===== src/rtl/pbit_pkg.sv =====
// Shared types and constants for the p-bit synapse scheduler.
// Also defines the saturation bounds for the 8-bit weighted input.
package pbit_pkg;

    typedef enum logic [1:0] {
        StIdle,
        StAccum,
        StSat,
        StIssue
    } state_e;

    localparam int unsigned DEF_N_PBITS   = 4;
    localparam int unsigned DEF_W_WIDTH   = 8;
    localparam int unsigned DEF_ACC_WIDTH = 16;

    localparam int unsigned SAT_WIDTH = 8;
    localparam int          SAT_MAX   = 127;
    localparam int          SAT_MIN   = -128;

    // Index width for n entries, never below one bit.
    function automatic int unsigned idx_width(input int unsigned n);
        return (n < 2) ? 1 : $clog2(n);
    endfunction

endpackage


===== src/rtl/synapse_mac.sv =====
// Signed add/subtract accumulator with preload and clamp to the 8-bit output range.
module synapse_mac
    import pbit_pkg::*;
#(
    parameter int unsigned W_WIDTH   = DEF_W_WIDTH,
    parameter int unsigned ACC_WIDTH = DEF_ACC_WIDTH
) (
    input  logic                        clk,
    input  logic                        reset,
    input  logic                        load,
    input  logic signed [ACC_WIDTH-1:0] preload,
    input  logic                        en,
    input  logic                        sub,
    input  logic signed [W_WIDTH-1:0]   operand,
    output logic signed [SAT_WIDTH-1:0] sat
);

    localparam logic signed [ACC_WIDTH-1:0] AccMax = ACC_WIDTH'(SAT_MAX);
    localparam logic signed [ACC_WIDTH-1:0] AccMin = ACC_WIDTH'(SAT_MIN);
    localparam logic signed [SAT_WIDTH-1:0] SatMax = SAT_WIDTH'(SAT_MAX);
    localparam logic signed [SAT_WIDTH-1:0] SatMin = SAT_WIDTH'(SAT_MIN);

    logic signed [ACC_WIDTH-1:0] acc_q;
    logic signed [ACC_WIDTH-1:0] acc_d;
    logic signed [ACC_WIDTH-1:0] operand_ext;

    assign operand_ext = {{(ACC_WIDTH - W_WIDTH){operand[W_WIDTH-1]}}, operand};

    always_comb begin
        acc_d = acc_q;
        if (load) begin
            acc_d = preload;
        end else if (en) begin
            acc_d = sub ? (acc_q - operand_ext) : (acc_q + operand_ext);
        end
    end

    always_ff @(posedge clk or posedge reset) begin
        if (reset) begin
            acc_q <= '0;
        end else begin
            acc_q <= acc_d;
        end
    end

    always_comb begin
        if (acc_q > AccMax) begin
            sat = SatMax;
        end else if (acc_q < AccMin) begin
            sat = SatMin;
        end else begin
            sat = acc_q[SAT_WIDTH-1:0];
        end
    end

endmodule


===== src/rtl/pbit_synapse_scheduler.sv =====
// Sequential synapse scheduler: accumulates J*m (+ optional bias) row by row, issues one-hot
// update strobes. Optional bias storage enabled by defining PBIT_SYNAPSE_BIAS_EN.
module pbit_synapse_scheduler
    import pbit_pkg::*;
#(
    parameter int unsigned N_PBITS   = DEF_N_PBITS,
    parameter int unsigned W_WIDTH   = DEF_W_WIDTH,
    parameter int unsigned ACC_WIDTH = DEF_ACC_WIDTH
) (
    input  logic                              clk,
    input  logic                              reset,
    input  logic                              run,
    input  logic [N_PBITS-1:0]                m,
    input  logic                              wr_en,
    input  logic                              wr_bias,
    input  logic [idx_width(N_PBITS)-1:0]     wr_row,
    input  logic [idx_width(N_PBITS)-1:0]     wr_col,
    input  logic signed [W_WIDTH-1:0]         wr_data,
    output logic signed [SAT_WIDTH-1:0]       I_out,
    output logic [N_PBITS-1:0]                pbit_enable,
    output logic                              busy
);

    localparam int unsigned IdxW = idx_width(N_PBITS);
    localparam logic [IdxW-1:0] LastIdx = IdxW'(N_PBITS - 1);

    if (ACC_WIDTH < W_WIDTH + $clog2(N_PBITS) + 2) begin : g_acc_width_check
        $error("ACC_WIDTH too small for W_WIDTH and N_PBITS");
    end
    if (N_PBITS < 2 || N_PBITS > 64) begin : g_n_pbits_check
        $error("N_PBITS must be in 2..64");
    end

    state_e                      state_q;
    state_e                      state_d;
    logic [IdxW-1:0]             col_q;
    logic [IdxW-1:0]             col_d;
    logic [IdxW-1:0]             i_q;
    logic [IdxW-1:0]             i_d;
    logic signed [W_WIDTH-1:0]   j_mem [N_PBITS][N_PBITS];
    logic signed [ACC_WIDTH-1:0] preload;
    logic signed [SAT_WIDTH-1:0] sat;
    logic                        mac_load;
    logic                        mac_en;
    logic                        w_wr;
    logic                        addr_ok;

    assign addr_ok = (32'(wr_row) < N_PBITS) && (32'(wr_col) < N_PBITS);
    assign w_wr    = wr_en && !wr_bias && addr_ok;

    // Reads are combinational from the array, so a same-cycle write is seen only afterwards.
    always_ff @(posedge clk or posedge reset) begin
        if (reset) begin
            j_mem <= '{default: '0};
        end else if (w_wr) begin
            j_mem[wr_row][wr_col] <= wr_data;
        end
    end

`ifdef PBIT_SYNAPSE_BIAS_EN
    logic signed [W_WIDTH-1:0] h_mem [N_PBITS];
    logic                      h_wr;

    assign h_wr = wr_en && wr_bias && (32'(wr_row) < N_PBITS);

    always_ff @(posedge clk or posedge reset) begin
        if (reset) begin
            h_mem <= '{default: '0};
        end else if (h_wr) begin
            h_mem[wr_row] <= wr_data;
        end
    end

    // Preload uses the row about to be accumulated, which is i_d across an ISSUE boundary.
    assign preload = {{(ACC_WIDTH - W_WIDTH){h_mem[i_d][W_WIDTH-1]}}, h_mem[i_d]};
`else
    assign preload = '0;
`endif

    always_comb begin
        state_d = state_q;
        col_d   = col_q;
        i_d     = i_q;
        unique case (state_q)
            StIdle: begin
                col_d = '0;
                if (run) begin
                    state_d = StAccum;
                end
            end
            StAccum: begin
                if (col_q == LastIdx) begin
                    col_d   = '0;
                    state_d = StSat;
                end else begin
                    col_d = col_q + 1'b1;
                end
            end
            StSat: begin
                state_d = StIssue;
            end
            StIssue: begin
                i_d     = (i_q == LastIdx) ? '0 : i_q + 1'b1;
                state_d = run ? StAccum : StIdle;
            end
            default: begin
                state_d = StIdle;
            end
        endcase
    end

    always_ff @(posedge clk or posedge reset) begin
        if (reset) begin
            state_q <= StIdle;
            col_q   <= '0;
            i_q     <= '0;
            I_out   <= '0;
        end else begin
            state_q <= state_d;
            col_q   <= col_d;
            i_q     <= i_d;
            if (state_q == StSat) begin
                I_out <= sat;
            end
        end
    end

    assign mac_load = (state_d == StAccum) && (state_q != StAccum);
    // Self-coupling is skipped so J[i][i] never influences p-bit i.
    assign mac_en   = (state_q == StAccum) && (col_q != i_q);

    synapse_mac #(
        .W_WIDTH   (W_WIDTH),
        .ACC_WIDTH (ACC_WIDTH)
    ) u_mac (
        .clk     (clk),
        .reset   (reset),
        .load    (mac_load),
        .preload (preload),
        .en      (mac_en),
        .sub     (!m[col_q]),
        .operand (j_mem[i_q][col_q]),
        .sat     (sat)
    );

    always_comb begin
        pbit_enable = '0;
        if (state_q == StIssue) begin
            pbit_enable[i_q] = 1'b1;
        end
    end

    assign busy = (state_q != StIdle);

endmodule


===== config.mk =====
export PLATFORM = sky130hd
export DESIGN_NAME = pbit_synapse_scheduler
export DESIGN_NICKNAME = d
export VERILOG_FILES = /design/src/rtl/pbit_pkg.sv /design/src/rtl/synapse_mac.sv /design/src/rtl/pbit_synapse_scheduler.sv
export SDC_FILE = /design/constraint.sdc
export NUM_CORES = 1
export LEC_CHECK = 0
export ABC_AREA = 1
export CORE_ASPECT_RATIO = 0.5
export CORE_MARGIN = 2
export CORE_UTILIZATION = 61
export DETAILED_ROUTE_END_ITERATION = 10
export PLACE_DENSITY_LB_ADDON = 0.2
export RECOVER_POWER = 25
export SLEW_MARGIN = 20
export SYNTH_ARGS = -nofsm -noshare
export SYNTH_HDL_FRONTEND = slang
export SYNTH_SLANG_ARGS = --single-unit
export TNS_END_PERCENT = 5

===== constraint.sdc =====
create_clock -name clk -period 7.4 [get_ports clk]
set_clock_uncertainty 0.05 [all_clocks]
set_input_delay 1.85 -clock clk [delete_from_list [all_inputs] [get_ports clk]]
set_output_delay 1.85 -clock clk [all_outputs]
set_load 0.1 [all_outputs]

==> metrics.txt <==
Tmin final approximately 5.7 ns; async set-or-reset flop fraction in the synthesized netlist between 90% and 100%; flop2flop setup slack ~2.2 ns; worst hold-check path type flop to flop; number of max-slew violations in the final report 48; status finished with violations; antenna violations before repair 0; delay of the slowest cell on the worst path 1.21 ns; last weighted congestion value of the routability-driven placer a little over 0.9; relative slew slack -10.07%; Util after Layout a little over two thirds; failing checks max-capacitance violations, max-slew violations; clock insertion delay at the later pin of the skew report 0.44 ns; Cell Rows 30; number of cells produced by synthesis roughly 1100; Core ar. around 14000 um2; synthesized net count ~1200; mean routed wirelength per cell roughly 16 um; beginning of the worst hold path j_mem[77]; FMAX ~0.17 GHz; unrepaired setup endpoints after global routing false; Final Net Count roughly 1200; # hold bufs at CTS 0; synth unique cells 36; pin count of the biggest net entering global routing just over 100; chip width around 170 um; Top delay family on crit path buffers and inverters; commonest register cell after synthesis sky130_fd_sc_hd__dfrtp_1; end of the worst register-to-register path u_mac.acc_q[9]; startpoint-to-endpoint class of the critical path flop to output port; biggest area contributors in the synthesized netlist sky130_fd_sc_hd__dfrtp_1 47%, sky130_fd_sc_hd__nand2_1 17%, sky130_fd_sc_hd__o21ai_0 9.3%, sky130_fd_sc_hd__nand3_1 5.0%, sky130_fd_sc_hd__inv_1 4.3%; clock slew at reported path FFs approximately 0.070 ns; max-cap viol count 1; DR iter-0 viols 879; startpoint type of the worst setup path flop; cell with the largest stage delay on the worst path sky130_fd_sc_hd__inv_1; sequential cell area fraction in the yosys report roughly 47%; total congestion overflow 0; Buffers on Ports 33; clock sink count between 150 and 200; router iterations before antenna repair 6; required time of the critical path 5.50 ns; Initial Utilization a little over three fifths; synth cell count leaders 385 x sky130_fd_sc_hd__nand2_1, 158 x sky130_fd_sc_hd__dfrtp_1, 157 x sky130_fd_sc_hd__o21ai_0; number of global-route vias before repair roughly 6900; number of DRC violations after detailed routing 0; floorplan die height approximately 87 um; Power, Total slightly below 0.005 W; Fin. Hold Viols 0; clock tree root driver cell sky130_fd_sc_hd__clkbuf_16; netlist area before placement about 8500 um2; portion of synthesized cell area occupied by the leading cell type a little under half; EDFF count, synth 0; biggest area consumer among synthesized cells sky130_fd_sc_hd__dfrtp_1; Worst R2R Start i_q[1]; cells along the critical path buf_4 -> inv_1 -> ha_1 -> inv_1 -> nor2_1 -> clkdlybuf4s50_1; most numerous cell in the Yosys netlist sky130_fd_sc_hd__nand2_1; estimated wirelength of the detail-placed design around 14 mm; largest fanout of any net on the critical path 47; worst hold path stage count 2; Hold Path Sink j_mem[77]; CP most frequent cell sky130_fd_sc_hd__inv_1; sum of routed wire length over all layers 21.70 mm; final worst path period share between 70 and 80%; ratio of cells with drive above 1 in the final layout roughly 5.2%; source of the critical timing path i_q[1]; via count of the routed design about 7500; post-route cell area 9399 um2; average cell area after synthesis 7.484 um2; Total Die Area around 15000 um2; remaining antenna violation count after routing 0; setup TNS 0 ns; flop and latch count out of synthesis between 150 and 200; buffers and inverters on the worst path 4; Worst Setup End Kind output port; transition at the pin with the smallest max-transition slack 1.649 ns; diode insertion count for antenna repair 0; global-route usage over all layers a little under a third; deepest clock path buffer count 2; CTS Buf Count 17; standard cell area after detailed placement around 8800 um2; number of cells on the worst reg-to-reg path 19; number of resized instances in the post-cts repair step 0; Post-CTS Setup Inserts 0; Boundary Pins 34; wire length of the first global-routing pass roughly 36 mm; Critical Path AT 3.84 ns; routed via count divided by cell count around 5.6; H-tree depth 4; setup violators final 0; static power due to leakage approximately 4.7 nW; TritonCTS clock tree yes; VDD IR-drop max between 200 and 250 uV; power density cells roughly 520 nW/um2; yosys synthesis warning count 0; area growth from synthesis to layout 11.14%
-- power by group --
group          total, W  internal [W]  switching [W]
Sequential      0.00125       0.00108       0.000168
Clock          0.000957      0.000553       0.000403
Combinational   0.00269      0.000856        0.00183
-- cell type report --
type                       instances  area [um2]
inverter                         106       407.9
sequential                       158        3955
fill                            1091        4151
clock inverter                    14       201.4
timing repair buffer              36       352.8
clock buffer                      18       439.2
tap                              192       240.2
multi-input combinational        812        3802
-- how the worst max path moves through the flow --
stage,endpoint,cells past startpoint
detailed placement,u_mac.acc_q[10],17
global placement,u_mac.acc_q[10],17
finish,pbit_enable[0],6
CTS,pbit_enable[0],6
floorplan,I_out[0],1
global route,pbit_enable[1],6
-- routing by layer --
| metal | global-route usage, % | wire, um | vias to the layer above |
|---|---|---|---|
| met4 | 10.49 | 396 | 0 |
| met2 | 47.37 | 9634 | 294 |
| met3 | 6.815 | 1839 | 33 |
| met5 | 0 | 0 | - |
| li1 | - | - | 3631 |
| met1 | 44.97 | 9826 | 3562 |
-- cell families after synthesis --
family,share of synthesized area [%]
AOI/OAI and AO/OA,13.91
xor gates and xnor gates,0.5179
adders and majority gates,3.936
buffers and inverters,8.285
DFF,46.75
and+or+nand+nor,26.60
-- metrics by stage --
step           setup WS, ns  hold WS, ns  instances
2_1_floorplan         1.237       0.4029       1130
3_3_place_gp          2.533       0.4155       1304
6_report              1.657       0.4336       1336
4_1_cts               2.218       0.4383       1336
3_5_place_dp          2.410       0.4228       1304
5_1_grt               1.449       0.4478       1336
-- worst register-to-register path, cell delays in order (launching register included) --
cell and delay [ns]:
sky130_fd_sc_hd__dfrtp_1 0.37, sky130_fd_sc_hd__buf_4 0.23, sky130_fd_sc_hd__inv_1 1.22, sky130_fd_sc_hd__o211ai_1 0.45, sky130_fd_sc_hd__nand3_1 0.20, sky130_fd_sc_hd__nand3_1 0.12, sky130_fd_sc_hd__nand2_1 0.18, sky130_fd_sc_hd__inv_2 0.08
sky130_fd_sc_hd__ha_1 0.29, sky130_fd_sc_hd__or2_2 0.29, sky130_fd_sc_hd__o21ai_1 0.15, sky130_fd_sc_hd__inv_1 0.08, sky130_fd_sc_hd__ha_1 0.28, sky130_fd_sc_hd__nand2_1 0.04, sky130_fd_sc_hd__o21ai_0 0.42, sky130_fd_sc_hd__a21oi_1 0.17
sky130_fd_sc_hd__o21ai_0 0.26, sky130_fd_sc_hd__a21oi_1 0.10, sky130_fd_sc_hd__o21ai_0 0.09, sky130_fd_sc_hd__nand2_1 0.06
-- state kept, by name, indices dropped and copies added (netlist names) --
name / flops
j_mem: 128
u_mac.acc_q: 16
I_out: 8
col_q: 2
i_q: 2
state_q: 2
-- cell usage in the layout (no fill, tap or decap), types with 3 or more instances in the layout --
cell / instances
sky130_fd_sc_hd__clkdlybuf4s50_1: 31
sky130_fd_sc_hd__inv_1: 97
sky130_fd_sc_hd__clkbuf_16: 17
sky130_fd_sc_hd__nor2_2: 3
sky130_fd_sc_hd__nand4_1: 5
sky130_fd_sc_hd__nor3_1: 5
sky130_fd_sc_hd__xor2_1: 3
sky130_fd_sc_hd__inv_2: 7
sky130_fd_sc_hd__nand2_1: 385
sky130_fd_sc_hd__nor2_1: 62
sky130_fd_sc_hd__ha_1: 25
sky130_fd_sc_hd__buf_4: 3
sky130_fd_sc_hd__nand3_1: 85
sky130_fd_sc_hd__bufinv_16: 3
sky130_fd_sc_hd__o21ai_1: 25
sky130_fd_sc_hd__dfrtp_1: 157
sky130_fd_sc_hd__a21oi_1: 31
sky130_fd_sc_hd__inv_6: 6
sky130_fd_sc_hd__nand2_2: 4
sky130_fd_sc_hd__o21ai_0: 157
Note: power is estimated with default switching activity, not from simulation.
